`src/rtl/fetch_pkg.sv`:
```
// Shared definitions for the instruction-fetch stage: halt opcode,
// FSM state encoding and performance-counter width/saturation value.
package fetch_pkg;

  localparam logic [15:0] HALT_OPCODE = 16'hEFFF;

  localparam int CNT_WIDTH = 16;
  localparam logic [CNT_WIDTH-1:0] CNT_MAX = {CNT_WIDTH{1'b1}};

  typedef enum logic [1:0] {
    IDLE = 2'd0,
    RUN  = 2'd1,
    HALT = 2'd2
  } fetch_state_t;

endpackage

```
`src/rtl/fetch_perf_counter.sv`:
```
// Single saturating event counter used for the fetch-stage
// performance statistics. Sticks at CNT_MAX instead of wrapping.
module fetch_perf_counter
  import fetch_pkg::*;
(
  input  logic                 clk,
  input  logic                 rst,
  input  logic                 inc,
  output logic [CNT_WIDTH-1:0] count
);

  // Count one event per cycle, holding once the maximum is reached
  always_ff @(posedge clk or posedge rst) begin
    if (rst) begin
      count <= '0;
    end else if (inc && (count != CNT_MAX)) begin
      count <= count + 1'b1;
    end
  end

endmodule

```
`src/rtl/fetch_unit.sv`:
```
// Instruction-fetch stage: owns the PC, drives the instruction memory
// and fills the IF/ID register. Handles stall, branch redirect (bubble),
// halt opcode and out-of-range fetch fault.
// Optional performance counters are built when FETCH_PERF_CNT_EN is
// defined; otherwise the perf_* ports are tied to zero.
module fetch_unit
  import fetch_pkg::*;
#(
  parameter logic [15:0] PC_STEP  = 16'd2,
  parameter logic [15:0] MEM_LAST = 16'd56,
  parameter logic [15:0] RESET_PC = 16'd0
) (
  input  logic        clk,
  input  logic        rst,
  input  logic        stall,
  input  logic        branch_taken,
  input  logic [15:0] branch_target,
  input  logic [15:0] instruction,
  output logic [15:0] pcOut,
  output logic [15:0] if_instr,
  output logic [15:0] if_pc,
  output logic        if_valid,
  output logic        halted,
  output logic        fetch_fault,
  output logic [15:0] perf_fetch,
  output logic [15:0] perf_stall,
  output logic [15:0] perf_flush
);

  fetch_state_t state, state_next;

  logic [15:0] pc_next;
  logic [15:0] instr_next;
  logic [15:0] ifpc_next;
  logic        valid_next;
  logic        halted_next;
  logic        fault_next;

  // State register; memory and IF/ID contents update together with it
  always_ff @(posedge clk or posedge rst) begin
    if (rst) begin
      state       <= IDLE;
      pcOut       <= RESET_PC;
      if_instr    <= '0;
      if_pc       <= '0;
      if_valid    <= 1'b0;
      halted      <= 1'b0;
      fetch_fault <= 1'b0;
    end else begin
      state       <= state_next;
      pcOut       <= pc_next;
      if_instr    <= instr_next;
      if_pc       <= ifpc_next;
      if_valid    <= valid_next;
      halted      <= halted_next;
      fetch_fault <= fault_next;
    end
  end

  // Next-state and datapath selection: redirect beats stall beats fetch
  always_comb begin
    state_next  = state;
    pc_next     = pcOut;
    instr_next  = if_instr;
    ifpc_next   = if_pc;
    valid_next  = if_valid;
    halted_next = halted;
    fault_next  = fetch_fault;

    case (state)
      IDLE: begin
        valid_next = 1'b0;
        state_next = RUN;
      end

      RUN: begin
        if (branch_taken) begin
          pc_next    = {branch_target[15:1], 1'b0};
          instr_next = '0;
          valid_next = 1'b0;
        end else if (stall) begin
          pc_next = pcOut;
        end else if (pcOut > MEM_LAST) begin
          valid_next  = 1'b0;
          fault_next  = 1'b1;
          halted_next = 1'b1;
          state_next  = HALT;
        end else begin
          instr_next = instruction;
          ifpc_next  = pcOut;
          valid_next = 1'b1;
          if (instruction == HALT_OPCODE) begin
            halted_next = 1'b1;
            state_next  = HALT;
          end else begin
            pc_next = pcOut + PC_STEP;
          end
        end
      end

      HALT: begin
        valid_next = 1'b0;
        if (branch_taken) begin
          pc_next     = {branch_target[15:1], 1'b0};
          instr_next  = '0;
          halted_next = 1'b0;
          state_next  = RUN;
        end
      end

      default: begin
        state_next = IDLE;
      end
    endcase
  end

`ifdef FETCH_PERF_CNT_EN
  logic fetch_inc;
  logic stall_inc;
  logic flush_inc;

  assign fetch_inc = (state == RUN) && !branch_taken && !stall && (pcOut <= MEM_LAST);
  assign stall_inc = (state == RUN) && stall && !branch_taken;
  assign flush_inc = ((state == RUN) || (state == HALT)) && branch_taken;

  fetch_perf_counter u_cnt_fetch (
    .clk   (clk),
    .rst   (rst),
    .inc   (fetch_inc),
    .count (perf_fetch)
  );

  fetch_perf_counter u_cnt_stall (
    .clk   (clk),
    .rst   (rst),
    .inc   (stall_inc),
    .count (perf_stall)
  );

  fetch_perf_counter u_cnt_flush (
    .clk   (clk),
    .rst   (rst),
    .inc   (flush_inc),
    .count (perf_flush)
  );
`else
  assign perf_fetch = '0;
  assign perf_stall = '0;
  assign perf_flush = '0;
`endif

endmodule

```
`config.mk`:
```
export PLATFORM = sky130hd
export DESIGN_NAME = fetch_unit
export DESIGN_NICKNAME = d
export VERILOG_FILES = /design/src/rtl/fetch_pkg.sv /design/src/rtl/fetch_perf_counter.sv /design/src/rtl/fetch_unit.sv
export SDC_FILE = /design/constraint.sdc
export NUM_CORES = 1
export LEC_CHECK = 0
export BUFFER_PORTS_ARGS = -buffer_cell sky130_fd_sc_hd__buf_2
export CAP_MARGIN = 20
export CORE_MARGIN = 5
export CORE_UTILIZATION = 43
export DETAILED_ROUTE_END_ITERATION = 8
export GPL_ROUTABILITY_DRIVEN = 0
export GPL_TIMING_DRIVEN = 0
export PLACE_DENSITY = 0.77
export SLEW_MARGIN = 20
export SYNTH_ARGS = -nofsm -noshare
export SYNTH_HDL_FRONTEND = slang
export SYNTH_HIERARCHICAL = 1
export SYNTH_SLANG_ARGS = --single-unit
```
`constraint.sdc`:
```
create_clock -name clk -period 1.9 [get_ports clk]
set_input_delay 0.095 -clock clk [delete_from_list [all_inputs] [get_ports clk]]
set_output_delay 0.095 -clock clk [all_outputs]
set_load 0.05 [all_outputs]
```
* Word-level counts from Yosys, hierarchy flattened
Cells that the tools add are included.
Operators by class: eq/ne operators 10, $add $sub $neg 1, bitwise operators 3, multiplexer cells 27, $lt $le $gt $ge 1, reductions and logical operators 11
Operators with widths (count):
- 16-bit 2-to-1 mux | 9
- 16-bit one-hot mux with 2 select lines | 2
- 16-bit by 2-bit adder with 16-bit output, second input constant | 1
- 16-bit == test, second input constant | 1
- 16-bit by 6-bit > comparator with 1-bit output, second input constant | 1
- 4-bit AND reduction | 4
- 3-bit inequality test, second input constant | 4
- 2-bit 2-to-1 mux | 5
- 5-bit AND reduction | 2
- 1-bit 2-to-1 mux | 8
- 2-bit inequality test, second input constant | 3
- 2-bit one-hot mux with 3 select lines | 1
- 1-bit one-hot mux with 2 select lines | 2
- 2-bit nonzero test | 2
- 1-bit NOT | 3
- 2-bit by 1-bit == test with 1-bit output, second input constant | 1
- 2-bit == test, second input constant | 1
- 2-bit zero test | 1
- 2-bit AND reduction | 1
- 2-bit OR reduction | 1
Word-level totals: input bits 36, register bits after elaboration 53, word-level logic and storage cells 60

* Longest topological paths before layout
Gate-level depths: netlist of run 1.
depth after elaboration 6, gate-level depth with buffers 9

* Least setup slack after synthesis of run 1
Ideal clock, no wire load.
path type reg-to-reg, start point register pcOut[9], end point register if_instr[0], cell stages (with the launch flop) 9, setup time 0.067 ns, path buffers 2, data required time 1.833 ns, slack -0.280 ns, data arrival time 2.113 ns, period minus slack after synthesis 2.180 ns, cells stage by stage dfrtp_1 -> nor4_2 -> nand4_2 -> or2_4 -> a21oi_4 -> and3_1 -> buf_6 -> buf_8 -> a22o_1
Between the ends: word-level cells in the longest chain between the ends 3
Ends and longest elaborated chain:
- start: declaration | line fetch_unit.sv:19 | output logic [15:0] pcOut,
- start signal: assignment | line fetch_unit.sv:51 | pcOut <= pc_next;
- 16-bit by 6-bit > comparator with 1-bit output | line fetch_unit.sv:83 | end else if (pcOut > MEM_LAST) begin
- 3-bit inequality test (no line)
- 4-bit AND reduction (no line)
- end signal: assignment | line fetch_unit.sv:52 | if_instr <= instr_next;
- end: declaration | line fetch_unit.sv:20 | output logic [15:0] if_instr,
Every way passes these cells. A chain may end at the register's enable or synchronous reset.

* Final worst setup path of run 1
start point register pcOut[13], end point register halted
Between the ends: word-level cells in the longest chain between the ends 5, elaborated cells between the ends (all ways) 7, classes of those cells 1 x order compare; 1 x eq/ne; 4 x mux; 1 x reduce/logical
Ends and longest elaborated chain:
- 16-bit by 6-bit > comparator with 1-bit output (*) | line fetch_unit.sv:83
- 1-bit 2-to-1 mux | line fetch_unit.sv:83
- 1-bit 2-to-1 mux | line fetch_unit.sv:81 | end else if (stall) begin
- 1-bit 2-to-1 mux | line fetch_unit.sv:77 | if (branch_taken) begin
- 1-bit one-hot mux with 2 select lines | line fetch_unit.sv:70 | case (state)
- end signal: assignment | line fetch_unit.sv:55 | halted <= halted_next;
- end: declaration | line fetch_unit.sv:23 | output logic halted,
Mark *: on every way between the ends. The rest lies on a longest branch, timed or not. The select of a mux whose other input is x is not followed.

==> out/qor.csv, run 1 <==
metric,value,unit
met2 routed WL,3.80,mm
DRT Pass-1 Iters,4,
failing checks,setup timing,
Core Region,6720,um2
Synth Area in Compound Gates,0.188,
post-synthesis cell type count,55,
DRT iter0 DRCs,124,
Fin Hold WS,34.4,ps
HPWL Detailed,5.83,mm
status,"finished, violations left",
I/O pin count,135,
drc violations,0,
die area,8550,um2
met3 WL,998,um
Finished Cell Area,4210,um2
final setup vio count,44,
Root Buffer,clkbuf_8,
largest net degree at the start of global routing,31,
Area after DPL,3680,um2
worst setup slack after layout,-149,ps
total wire length,8.35,mm
top layer in use,met4,
Max Clock Freq,488,MHz
WL per Instance,15.5,um
antenna diode count,0,
Max VDD drop,1060,uV
Worst-Skew Late Latency,310,ps
Die Wd,92.5,um
CTS tree,done,
Syn Inst Count,296,
Max Slew Vio Count,0,
CP required,2080,ps
chip height,92.5,um
synth warn,6,
Worst-path clk slew,90,ps
most frequent cells in the layout,"buf_2, buf_4, conb_1",
Initial Util,0.435,
via count,2766,
drt via density,5.15,
FP Rows,30,
Syn Area/Cell,9.88,um2
maxcap violations,0,
Post-Synth Adder-Cell Area,0.0214,
Final ANT Viol Nets,0,
Final min period,2050,ps
top post-synthesis cells by area,"dfrtp_1, buf_4, a22o_1, nor2_1, mux2_2",
port bufs,82,
CTS sink count,51,
PD cells,1730,nW/um2
share of cells above drive strength 1,0.484,
post-synth top area cell,dfrtp_1,
DP Worst Slack,-409,ps
mux share of post-synthesis cell area,0.0265,
Final Hold Viols,0,
Syn-to-layout area delta,43.9,%
Longest Clk Path Bufs,2,
vias in the first global route,2629,
gr usage total,0.186,
Leak,2.20,nW
largest family of logic cells by synthesized area,compound AO/OA/AOI/OAI gates,
dominant synthesized flop cell,dfrtp_1,
H-tree level count,2,
Yosys reg bits,51,
Crit. End Element,flop,
Startpoint Class,flop,
first-pass GRT wire length,12.8,mm
Metal-1 WL,3.47,mm
Fin Clk Skew,7.89,ps
sequential area share after synthesis,0.436,
worst slew pin tran,840,ps
critical path arrival,2230,ps
Worst slew margin,0.435,
Post-Synth XOR/XNOR Area,0,
Post-Synth Simple-Gate Area,0.163,
total gr overflow,0,
"most common cell after layout, fill and taps aside",buf_2,
fraction of registers with async set/reset,1.00,
CP Class,reg2reg,
cts bufs inserted,5,
initial antenna violation count,0,
hold crit path type,in2reg,
Yosys top cell area share,0.436,
Synth Cell Area,2920,um2
period utilization,1.08,
RSZ-0062 raised after global routing,true,
Post-synth EDFFs,0,
fin nets,497,
CP Max Fanout,4,
-- through the flow --
step                       util  setup TNS [ps]  power (mW)  cells
final                     0.626           -3960        7.27    537
after global routing      0.626           -7580        7.60    537
after CTS                 0.600           -3090        6.94    530
after detailed placement  0.548          -13640        5.63    508
after global placement    0.545          -16810        5.54    507
after floorplan               -           -3090        4.72    345
-- final timing paths --
kind	startpoint	to	slack, ps	cells past startpoint
max in group asynchronous	rst	pcOut[8]	1010	4
min reg2reg	fetch_fault	fetch_fault	470	1
max	pcOut[13]	halted	-150	9
max reg2reg	pcOut[13]	halted	-150	9
min	instruction[11]	if_instr[11]	30	2
min in group asynchronous	rst	if_instr[13]	350	3
-- report_power, final --
group | switching, mW | internal [mW] | total [mW]
Clock | 0.372 | 0.393 | 0.766
Combinational | 2.98 | 1.64 | 4.63
Sequential | 0.411 | 1.47 | 1.88
Total | 3.77 | 3.50 | 7.27
-- cells by family after synthesis --
| family | after synthesis |
|---|---|
| flip-flops | 51 |
| AND/OR/NAND/NOR | 87 |
| other | 1 |
| multiplexers | 7 |
| AO/OA/AOI/OAI | 74 |
| adder cells (fa/ha/maj) | 5 |
| buffers and inverters | 71 |
-- sequential cells by signal (all words and copies together) (netlist names) --
signal       cells
pcOut           15
halted           1
if_instr        16
if_pc           15
state            2
fetch_fault      1
if_valid         1
-- area by class of cell --
cell class	instances	area, um2
Buffer	64	487
Clock buffer	6	72.6
Clock inverter	2	37.5
Fill cell	525	2510
Inverter	5	18.8
Multi-Input combinational cell	223	1530
Sequential cell	51	1290
Tap cell	80	100
Timing Repair Buffer	106	676
-- worst max-delay path, cell delays in order (launching register included) --
cell      delay [ps]
dfrtp_2          450
nor4_4           320
nand4_4          180
buf_4            180
buf_4            120
buf_4            140
o21a_1           220
nand2b_4         150
a21oi_2          120
a21oi_1           50
-- what timing repair did --
item,4_1_cts,5_1_grt
pin swaps,17,8
hold endpoints to repair,22,0
gates resized for setup,34,30
setup endpoints to repair,47,48
hold buffers,2,0
buffers inserted,10,6
gates cloned,2,3
-- cells in the mapped netlist, types with 3 or more instances --
| cell | n |
|---|---|
| nor2_1 | 21 |
| nor2b_1 | 10 |
| clkbuf_1 | 12 |
| nand2_1 | 14 |
| a22o_1 | 15 |
| and2_1 | 3 |
| mux2_2 | 6 |
| nand3_1 | 4 |
| nor3_1 | 3 |
| ha_1 | 5 |
| o21ai_0 | 13 |
| buf_4 | 51 |
| dfrtp_1 | 51 |
| a31oi_1 | 7 |
| inv_1 | 5 |
| nand4_1 | 8 |
| a21oi_1 | 11 |
| and3_1 | 10 |
-- layer usage --
metal | vias to the layer above | global-route usage
met5 | - | 0
met4 | 0 | 0.0532
met3 | 13 | 0.0528
met2 | 162 | 0.293
met1 | 1312 | 0.249
li1 | 1279 | -
(Power assumes the default switching activity.)
==> run 2: changes to the inputs <==
--- a/config.mk
+++ b/config.mk
@@ -8,11 +8,13 @@
 export BUFFER_PORTS_ARGS = -buffer_cell sky130_fd_sc_hd__buf_2
 export CAP_MARGIN = 20
 export CORE_MARGIN = 5
-export CORE_UTILIZATION = 43
+export CORE_UTILIZATION = 45
+export CTS_CLUSTER_DIAMETER = 120
 export DETAILED_ROUTE_END_ITERATION = 8
 export GPL_ROUTABILITY_DRIVEN = 0
 export GPL_TIMING_DRIVEN = 0
 export PLACE_DENSITY = 0.77
+export REMOVE_ABC_BUFFERS = 1
 export SLEW_MARGIN = 20
 export SYNTH_ARGS = -nofsm -noshare
 export SYNTH_HDL_FRONTEND = slang
==> constraint.sdc (replaced) <==
create_clock -name clk -period 2.6 [get_ports clk]
set_input_delay 0.13 -clock clk [delete_from_list [all_inputs] [get_ports clk]]
set_output_delay 0.13 -clock clk [all_outputs]
set_load 0.05 [all_outputs]
==> run 2 against run 1 <==
Net effect:
- the flow now finishes without violations
- die area decreased by 4.0%
- via count decreased by 13%
- setup slack improved by 310 ps
- sequential share of layout area increased by 7.9 points
- wire length decreased by 19%
- critical path depth decreased by 4
- hold slack improved by 29 ps
- global-route usage decreased by 2.6 points
- final cell count decreased by 16%
- highest routed layer unchanged
==> out/qor.csv, run 2 (synthesis results as in run 1) <==
metric,value,unit,change
vias in the first global route,2187,,-17%
CTS tree,done,,
Worst slew margin,0.462,,+0.0273
chip height,90.6,um,-2.0%
"most common cell after layout, fill and taps aside",buf_2,,
CP Class,reg2reg,,
Reg-to-Reg Start,pcOut[1],,
Crit. End Element,flop,,
Startpoint Class,flop,,
final setup vio count,0,,-100%
total wire length,6.75,mm,-19%
cts bufs inserted,5,,unchanged
CP Launch Point,pcOut[1],,
H-tree level count,2,,unchanged
Fin Clk Skew,5.24,ps,-2.65 ps
I/O pin count,135,,unchanged
FP Rows,29,,-3.3%
CTS sink count,51,,unchanged
Leak,1.73,nW,-21%
combinational power share,0.590,,-0.046
share of cells above drive strength 1,0.306,,-0.178
antenna diode count,0,,unchanged
Syn-to-layout area delta,13.2,%,
Max Slew Vio Count,0,,unchanged
die area,8210,um2,-4.0%
switching share of power,0.556,,+0.0376
total gr overflow,0,,unchanged
P_sw,2.41,mW,-36%
CP required,2790,ps,+710 ps
worst slew pin tran,799,ps,-40.6 ps
top flop regs,"if_instr: 16 flops, if_pc: 15 flops, pcOut: 15 flops",,
RSZ-0062 raised after global routing,false,,
hold_sp,instruction[11],,
HPWL Detailed,4.99,mm,-14%
Worst-path clk slew,90,ps,about the same
WL per Instance,15.0,um,-3.5%
setup tns final,0,ps,+3960 ps
Final min period,2440,ps,+391 ps
Final ANT Viol Nets,0,,unchanged
largest register by flop count,if_instr,,
Die Wd,90.6,um,-2.0%
PD cells,1310,nW/um2,-24%
via count,2393,,-13%
initial antenna violation count,0,,unchanged
Max VDD drop,765,uV,-28%
Longest Clk Path Bufs,2,,unchanged
P_int,1.92,mW,-45%
Core Region,6350,um2,-5.5%
drc violations,0,,unchanged
Largest register FFs,16,,unchanged
clock share of power,0.102,,-0.003
fin nets,414,,-17%
maxcap violations,0,,unchanged
port bufs,83,,+1.2%
DRT iter0 DRCs,113,,-8.9%
M3 GR Usage,0.0400,,-0.0128
CP Max Fanout,15,,+11
Area after DPL,3190,um2,-13%
largest net degree at the start of global routing,28,,-9.7%
Final Hold Viols,0,,unchanged
hold crit path type,in2reg,,
status,"finished, final reports clean",,
period utilization,0.939,,-0.140
Root Buffer,clkbuf_8,,
Finished Cell Area,3310,um2,-21%
first-pass GRT wire length,10.8,mm,-15%
drt via density,5.32,,+3.2%
DRT Pass-1 Iters,4,,unchanged
Worst-Skew Late Latency,300,ps,about the same
Max Clock Freq,410,MHz,-16%
Initial Util,0.460,,+0.0253
gr usage total,0.160,,-0.0257
most frequent cells in the layout,"buf_2, dfrtp_1, conb_1",,
GR peak layer,met2,,
Seq pwr share,0.309,,+0.051
critical path arrival,2630,ps,+400 ps
Global Route met1 Usage,0.207,,-0.0415
met2 GRT Util,0.261,,-0.0322
run 2: cell types whose count changed in the layout (fill, tap and decap cells not counted), moves of 4 or more:
cell      change
o21ai_1       -4
dfrtp_1      +11
dfrtp_2      -11
buf_4        -63
mux2_2        +5
clkbuf_1      -4
buf_6         -6
o21ai_0       +5
mux2_4        -5
run 2: worst paths after layout:
check	to	slack (ps)	cells past startpoint
max reg2reg	if_pc[5]	160	5
min reg2reg	fetch_fault	480	1
max in group asynchronous	pcOut[15]	1650	4
max	if_pc[5]	160	5
min in group asynchronous	if_pc[12]	420	3
min	if_instr[11]	60	2
run 2: cell type report:
cell class / count / area (um2)
clock buffer: 5 / 68.8
clock inverter: 2 / 13.8
fill: 586 / 3040
inverter: 5 / 18.8
multi-input combinational: 223 / 1370
sequential: 51 / 1280
tap: 77 / 96.3
timing repair buffer: 87 / 464
run 2: metrics by stage:
stage | setup slack (ps) | hold WS (ps) | cells | power [mW] | util
floorplan | 60.1 | 254 | 279 | 3.24 | -
global placement | -624 | 369 | 439 | 3.80 | 0.498
detailed placement | -386 | 226 | 441 | 3.85 | 0.503
CTS | 47.6 | 47.7 | 450 | 4.34 | 0.521
global route | 27.8 | 46.4 | 450 | 4.60 | 0.521
finish | 160 | 63.8 | 450 | 4.33 | 0.521
run 2: timing repair:
item | in CTS | in global routing
gates resized for setup | 1 | 1
hold endpoints to repair | 26 | 0
buffers inserted | 1 | 0
endpoints found under the setup margin | 10 | 10
hold buffers | 1 | 0
pin swaps | 1 | 0
gates cloned | 0 | 0
run 2: per-layer routing:
metal	vias to the layer above	wire length, um
li1	1118	-
met1	1147	2750
met2	124	3220
met3	4	707
met4	0	72
met5	-	0
run 2: power by group through the flow:
stage | registers (mW) | logic [mW] | clock network (mW)
4_1_cts | 1.33 | 2.55 | 0.462
2_1_floorplan | 2.14 | 1.10 | 0
6_report | 1.34 | 2.55 | 0.440
3_3_place_gp | 1.33 | 2.46 | 0
3_5_place_dp | 1.34 | 2.51 | 0
5_1_grt | 1.38 | 2.74 | 0.489
run 2: critical path: stages, from the launching register on:
cell and delay (ps):
dfrtp_1 490, o2111ai_1 320, nand4_2 260, or2_4 320
nor2_2 520, mux2_2 410
==> run 3: changes to the inputs <==
==> constraint.sdc (replaced) <==
create_clock -name clk -period 3.05 [get_ports clk]
set_input_delay 0.1525 -clock clk [delete_from_list [all_inputs] [get_ports clk]]
set_output_delay 0.1525 -clock clk [all_outputs]
set_load 0.05 [all_outputs]
==> run 3 against run 2 <==
Net effect:
- sequential power is 15% lower
- first-iteration DRC count is 5.3% higher
- register-to-register slack improved by 210 ps
- count of clock-buffer cells in the layout is the same
- sequential cell count did not move
- core utilization fell by 0.18 points
- combinational power fell by 15%
- setup slack improved by 210 ps
- critical path depth increased by 1
- final cell count decreased by 0.22%
- sequential share of layout area increased by 0.13 points
- maximum frequency down 8.9%
- largest power group unchanged
- highest routed layer unchanged
==> out/qor.csv, run 3 (synthesis results as in run 1) <==
metric,value,unit,change
Startpoint Class,flop,,
DRT Pass-1 Iters,4,,unchanged
CTS sink count,51,,unchanged
CTS tree,done,,
total wire length,6.73,mm,-0.24%
WL per Instance,15.0,um,about the same
worst-case reg-to-reg path depth,6,,+1
filler instances,587,,+0.17%
drc violations,0,,unchanged
cts bufs inserted,5,,unchanged
PD cells,1110,nW/um2,-15%
final setup vio count,0,,unchanged
Largest register FFs,16,,unchanged
Max Clock Freq,373,MHz,-8.9%
status,"finished, final reports clean",,
drt via density,5.26,,-1.1%
Core Region,6350,um2,unchanged
antenna diode count,0,,unchanged
Longest Clk Path Bufs,2,,unchanged
DP Cell Count,441,,unchanged
Root Buffer,clkbuf_8,,
Area after DPL,3190,um2,unchanged
worst slew pin tran,994,ps,+195 ps
period utilization,0.878,,-0.0606
worst hold path cell count,2,,unchanged
FP Rows,29,,unchanged
Reg-to-Reg Start,pcOut[1],,
Final Hold Viols,0,,unchanged
RSZ-0062 raised after global routing,false,,
Worst slew margin,0.337,,-0.125
Fin Clk Skew,3.55,ps,-1.69 ps
"most common cell after layout, fill and taps aside",buf_2,,
DRT iter0 DRCs,119,,+5.3%
Die Wd,90.6,um,unchanged
gr usage total,0.158,,-0.00158
CP required,3240,ps,+450 ps
largest net degree at the start of global routing,28,,unchanged
I/O pin count,135,,unchanged
Finished Cell Area,3300,um2,-0.34%
Syn-to-layout area delta,12.8,%,
maxcap violations,0,,unchanged
CP Max Fanout,11,,-4
HPWL Detailed,4.99,mm,unchanged
critical path arrival,2870,ps,+240 ps
top flop regs,"if_instr: 16 flops, if_pc: 15 flops, pcOut: 15 flops",,
most frequent cells in the layout,"buf_2, dfrtp_1, conb_1",,
first-pass GRT wire length,10.8,mm,-0.70%
Final ANT Viol Nets,0,,unchanged
initial antenna violation count,0,,unchanged
CP Class,reg2reg,,
vias in the first global route,2188,,+0.046%
hold_sp,instruction[7],,
port bufs,83,,unchanged
via count,2362,,-1.3%
Max Slew Vio Count,0,,unchanged
Crit. End Element,flop,,
Final min period,2680,ps,+238 ps
Worst-path clk slew,90,ps,about the same
total gr overflow,0,,unchanged
Fin Hold WS,86.9,ps,+23.1 ps
Overall Power,3.67,mW,-15%
fin nets,413,,-0.24%
Leak,1.72,nW,-0.30%
reg2reg setup slack,370,ps,+210 ps
Worst-Skew Late Latency,300,ps,about the same
largest register by flop count,if_instr,,
die area,8210,um2,unchanged
chip height,90.6,um,unchanged
Max VDD drop,652,uV,-15%
share of cells above drive strength 1,0.301,,-0.00455
Initial Util,0.460,,unchanged
Hold Path End,if_instr[7],,
hold crit path type,in2reg,,
H-tree level count,2,,unchanged
Post-Layout Cell Count,449,,-0.22%
reg-to-reg endpoint,pcOut[10],,
==> run 3: routing by layer <==
metal,up-vias,GRT usage,share of wire
li1,1115,-,-
met1,1125,0.206,0.43
met2,118,0.257,0.47
met3,4,0.0400,0.098
met4,0,0.0521,0.010
met5,-,0,0
==> run 3: per-stage QoR <==
step	setup TNS, ps	util	setup WS (ps)
after floorplan	0	-	510
after global placement	-2460	0.498	-174
after detailed placement	0	0.503	63.8
after CTS	0	0.518	63.4
after global routing	0	0.519	138
final	0	0.519	372
==> run 3: where the power goes <==
part	switching, mW	internal (mW)	leakage [nW]	total, mW
registers	0.241	0.899	0.648	1.14
clock network	0.219	0.157	0.0440	0.376
logic	1.59	0.570	1.03	2.16
==> run 3: worst max path at each step <==
| stage | start | to | slack (ps) | cells after the start |
|---|---|---|---|---|
| after floorplan | state[0] | if_instr[0] | 510 | 5 |
| after global placement | state[0] | if_instr[14] | -170 | 5 |
| after detailed placement | pcOut[1] | pcOut[10] | 60 | 6 |
| after CTS | pcOut[1] | pcOut[10] | 60 | 6 |
| after global routing | pcOut[1] | pcOut[10] | 140 | 6 |
| final | pcOut[1] | pcOut[10] | 370 | 6 |
==> run 3: worst max-delay path: stages, from the launching register on <==
cell and delay (ps):
dfrtp_1 490, o2111ai_1 320, nand4_2 260, o41ai_4 680, a21oi_1 470, o21ai_0 270, nand2_1 60
==> run 3: timing repair <==
item	CTS	global route
setup endpoints to repair	0	10
hold endpoints to repair	26	0
buffers inserted	0	0
hold buffers	1	0
gates resized for setup	0	1
==> run 3: layout make-up <==
cell class / count / area [um2] / area share
multi-input combinational: 223 / 1370 / 0.415
sequential: 51 / 1280 / 0.387
timing repair buffer: 86 / 457 / 0.138
inverter: 5 / 18.8 / 0.00569
clock inverter: 2 / 13.8 / 0.00417
clock buffer: 5 / 68.8 / 0.0209
tap: 77 / 96.3 / 0.0292
